$ cat src/rtl/btn_debounce.sv
// Push-button conditioning: two-flop synchronizer and a per-button stability
// counter, plus press pulses and a registered one-hot "last pressed" selection.
module btn_debounce #(
  parameter int NB_BUTTONS = 4,
  parameter int NB_DEB     = 20,
  parameter int DEB_COUNT  = 1000000
) (
  input  logic                  clock,
  input  logic                  i_reset,
  input  logic [NB_BUTTONS-1:0] i_btn,
  output logic [NB_BUTTONS-1:0] o_btn_level,
  output logic [NB_BUTTONS-1:0] o_btn_pulse,
  output logic [NB_BUTTONS-1:0] o_btn_sel,
  output logic                  o_valid
);

  localparam logic [NB_DEB-1:0]     CNT_MAX = NB_DEB'(DEB_COUNT - 1);
  localparam logic [NB_BUTTONS-1:0] SEL_RST = {{(NB_BUTTONS-1){1'b0}}, 1'b1};

  logic [NB_BUTTONS-1:0] s1_q, s2_q;
  logic [NB_BUTTONS-1:0] level_q, level_d;
  logic [NB_BUTTONS-1:0] pulse_q, pulse_d;
  logic [NB_BUTTONS-1:0] sel_q, sel_d;
  logic                  valid_q, valid_d;
  logic [NB_DEB-1:0]     cnt_q [NB_BUTTONS];
  logic [NB_DEB-1:0]     cnt_d [NB_BUTTONS];
  logic [NB_BUTTONS-1:0] lowest_pulse;

  // A disagreement must survive DEB_COUNT consecutive edges; any agreement clears the count.
  always_comb begin
    level_d = level_q;
    pulse_d = '0;
    for (int i = 0; i < NB_BUTTONS; i++) begin
      cnt_d[i] = cnt_q[i];
      if (s2_q[i] == level_q[i]) begin
        cnt_d[i] = '0;
      end else if (cnt_q[i] == CNT_MAX) begin
        level_d[i] = s2_q[i];
        pulse_d[i] = s2_q[i];
        cnt_d[i]   = '0;
      end else begin
        cnt_d[i] = cnt_q[i] + 1'b1;
      end
    end
  end

  // Two's-complement trick isolates the lowest set pulse bit.
  always_comb begin
    lowest_pulse = pulse_q & (~pulse_q + 1'b1);
    valid_d      = |pulse_q;
    sel_d        = valid_d ? lowest_pulse : sel_q;
  end

  always_ff @(posedge clock or posedge i_reset) begin
    if (i_reset) begin
      s1_q    <= '0;
      s2_q    <= '0;
      level_q <= '0;
      pulse_q <= '0;
      sel_q   <= SEL_RST;
      valid_q <= 1'b0;
      for (int i = 0; i < NB_BUTTONS; i++) cnt_q[i] <= '0;
    end else begin
      s1_q    <= i_btn;
      s2_q    <= s1_q;
      level_q <= level_d;
      pulse_q <= pulse_d;
      sel_q   <= sel_d;
      valid_q <= valid_d;
      for (int i = 0; i < NB_BUTTONS; i++) cnt_q[i] <= cnt_d[i];
    end
  end

  assign o_btn_level = level_q;
  assign o_btn_pulse = pulse_q;
  assign o_btn_sel   = sel_q;
  assign o_valid     = valid_q;

endmodule
$ cat config.mk
export PLATFORM = sky130hd
export DESIGN_NAME = btn_debounce
export DESIGN_NICKNAME = d
export VERILOG_FILES = /design/src/rtl/btn_debounce.sv
export SDC_FILE = /design/constraint.sdc
export NUM_CORES = 1
export LEC_CHECK = 0
export CAP_MARGIN = 20
export CORE_ASPECT_RATIO = 1.5
export CORE_MARGIN = 5
export CORE_UTILIZATION = 55
export CTS_CLUSTER_SIZE = 30
export DETAILED_ROUTE_END_ITERATION = 8
export GPL_TIMING_DRIVEN = 0
export PLACE_DENSITY_LB_ADDON = 0.1
export SYNTH_ARGS = -nofsm -noshare
export SYNTH_HDL_FRONTEND = slang
export SYNTH_SLANG_ARGS = --single-unit
$ cat constraint.sdc
create_clock -name clock -period 6.9 [get_ports clock]
set_input_delay 2.07 -clock clock [delete_from_list [all_inputs] [get_ports clock]]
set_output_delay 2.07 -clock clock [all_outputs]
set_load 0.01 [all_outputs]
==> run_results.csv <==
group,metric,value,unit
outcome,status,"completed",
synth,syn_area,0.00474,mm²
layout,utilization,64.2,%
die,dieHeight,124,µm
setup_path,cp-startpoint,"o_btn_pulse[0]",
cts,clock-sinks,101,
synth,ys_ff_latch,101,
die,start_util,56.3,%
run,drv_cap,0,
timing,period_share,50.4,%
die,io_pins,19,
route,drc,0,
synth,netlist_top_cells_count,"100 x dfrtp_1, 69 x nor2_1, 37 x xnor2_1",
timing,fin_ws,3420,ps
place,dpl_worst_slack,3720,ps
setup_path,worst_setup_path_start_kind,"register",
die,die_area,0.0106,mm²
synth,synth_compound_area_share,6.10,%
worst_hold_path,hold_depth,0,
layout,area_delta_synth_final,14.1,%
synth,synth-seq-area-share,53.4,%
synth,synth_edf_count,0,
cts,cts_setup_buffers,0,
setup_path,critical_path.endpoint_type,"output port",
synth,yosysTopAreaCell,"dfrtp_1",
cts,clk_latency,340,ps
power,leakage,2.16,nW
synth,synth.area.mux_share,1.58,%
setup_path,r2r-start,"cnt_q[35]",
timing,rsz0062_at_grt,"no",
route,firstDrtPassIters,4,
setup_path,critPathArrivalTime,1410,ps
route,wl_per_cell,14.1,µm
timing,finalSetupViolations,0,
cts,root_buffer,"clkbuf_16",
global_route,grt_overflow_total,0,
timing,fmax,287,MHz
layout,diodes,0,
synth,synth_xor_area_share,9.98,%
synth,syn_inst,473,
timing,timing.setup.tns,0,ps
cts,htree_levels,3,
timing,finalHoldViolations,0,
cts,cts.path.max_buffers,2,
die,rows,41,
synth,synth_top_area_share,52.8,%
synth,ys.flop_type,"dfrtp_1",
place,numPortBuffers,18,
layout,drive_above_1_share,8.66,%
setup_path,cp_max_fo,6,
global_route,grt_max_degree,74,
synth,synthAdderAreaFrac,1.06,%
cts,cts_resized,0,
synth,synthSimpleGateAreaFrac,24.8,%
synth,syn_nets,483,
setup_path,critPathRequiredTime,4830,ps
route,vias,3450,
setup_path,crit_type,"reg2out",
synth,synth_top_family_by_area,"simple AND/OR/NAND/NOR gates",
timing,slew_viol_final,0,
timing,min_period,3480,ps
die,die_w,85.8,µm
die,core_area,0.00841,mm²
cts,path_clk_slew,60,ps
route,finalWirelength,8680,µm
power,power_density,219,mW/mm²
setup_path,r2r-end,"cnt_q[31]",
global_route,antenna_found_initial,0,
place,routabilityCongestion,0.802,
cts,cts_tree,"done",
layout,fin_nets,513,
timing,hold_slack,349,ps
synth,yosysWarnings,0,
worst_hold_path,min_to,"s2_q[2]",
synth,async_reset_ff_share,100,%
route,routed_via_density,5.61,
timing,tightest_slew,703,ps
timing,clock_skew,6.69,ps
route,antenna_left,0,
global_route,grt_usage,18.4,%
power,ir_worst_vdd,0.140,mV
place,hpwl,6040,µm
synth,yosysUniqueCellTypes,49,
setup_path,r2r_cells,5,
cts,hold_buffers,0,
timing,relSlewSlack,52.8,%
synth,yosys-top-cells-area,"dfrtp_1 53%, xnor2_1 6.8%, nor2_1 5.5%",
route,initialDrtViolationCount,119,
worst_hold_path,hold_class,"reg2reg",
global_route,grt_pass1_vias,3464,
synth,avgSynthCellArea,10.0,µm²
setup_path,rrSetupSlack,4710,ps
synth,yosys.cell_count.top_type,"dfrtp_1",
cts,cts_made_buffers,9,
global_route,grt_pass1_wl,15600,µm
worst_hold_path,min_from,"s1_q[2]",
[critical path, cell delays in order (launching register included)]
cell	delay (ps)
dfrtp_1	420
buf_4	130
clkdlybuf4s50_1	520
[layout make-up]
class | instances | area [µm²]
fill | 698 | 3010
sequential | 101 | 2530
multi-input combinational | 337 | 2060
clock buffer | 9 | 225
timing repair buffer | 19 | 208
tap | 107 | 134
clock inverter | 7 | 97.6
inverter | 23 | 88.8
buffer | 12 | 61.3
[per-layer routing]
metal | wire [µm] | GRT usage (%) | vias to the layer above
met2 | 4360 | 30.8 | 50
met3 | 256 | 2.58 | 12
met4 | 187 | 9.01 | 0
met5 | 0 | 0 | -
li1 | - | - | 1717
met1 | 3870 | 23.3 | 1671
[cell usage in the layout, fill, tap and decap left out, drive strengths merged, types with 6 or more instances in the layout]
cell	Yosys	final
a21oi	19	19
and3	6	6
buf	6	7
clkbuf	6	15
clkdlybuf4s50	0	18
dfrtp	100	100
inv	23	24
nand2	23	23
nand3	27	27
nand4	18	18
nor2	70	70
nor3	18	18
nor4	17	17
o21ai	16	16
o31ai	7	7
or3	8	8
or4	14	14
xnor2	37	37
xor2	17	17
[cells by family after synthesis]
family	after synthesis
AND/OR/NAND/NOR	224
multiplexers	7
adder cells (fa/ha/maj)	4
buffers and inverters	35
XOR/XNOR	54
flip-flops	101
AO/OA/AOI/OAI	48
[state kept, by name (all words and copies together) (netlist names)]
signal / cells
o_btn_pulse: 4
cnt_q: 80
o_btn_level: 4
s2_q: 4
o_btn_sel: 4
s1_q: 4
o_valid: 1
[power by group]
group | internal (mW) | switching (mW)
Sequential | 0.600 | 0.00711
Combinational | 0.0126 | 0.0256
Clock | 0.319 | 0.222
[metrics by stage]
step / cell area, µm² / total power, mW / std cells
floorplan: 4740 / 0.643 / 473
global placement: 5050 / 0.654 / 598
detailed placement: 5080 / 0.658 / 599
CTS: 5410 / 1.20 / 615
global route: 5410 / 1.23 / 615
finish: 5410 / 1.19 / 615
[worst max path at each step]
| stage | end | slack (ps) | cells after the start |
|---|---|---|---|
| floorplan | cnt_q[0] | 2180 | 1 |
| global placement | cnt_q[54] | 730 | 2 |
| detailed placement | o_btn_sel[0] | 3720 | 3 |
| CTS | o_btn_sel[0] | 3400 | 1 |
| global route | o_btn_pulse[0] | 3360 | 2 |
| finish | o_btn_pulse[0] | 3420 | 2 |
No activity file was read; power rests on OpenSTA's default activity.
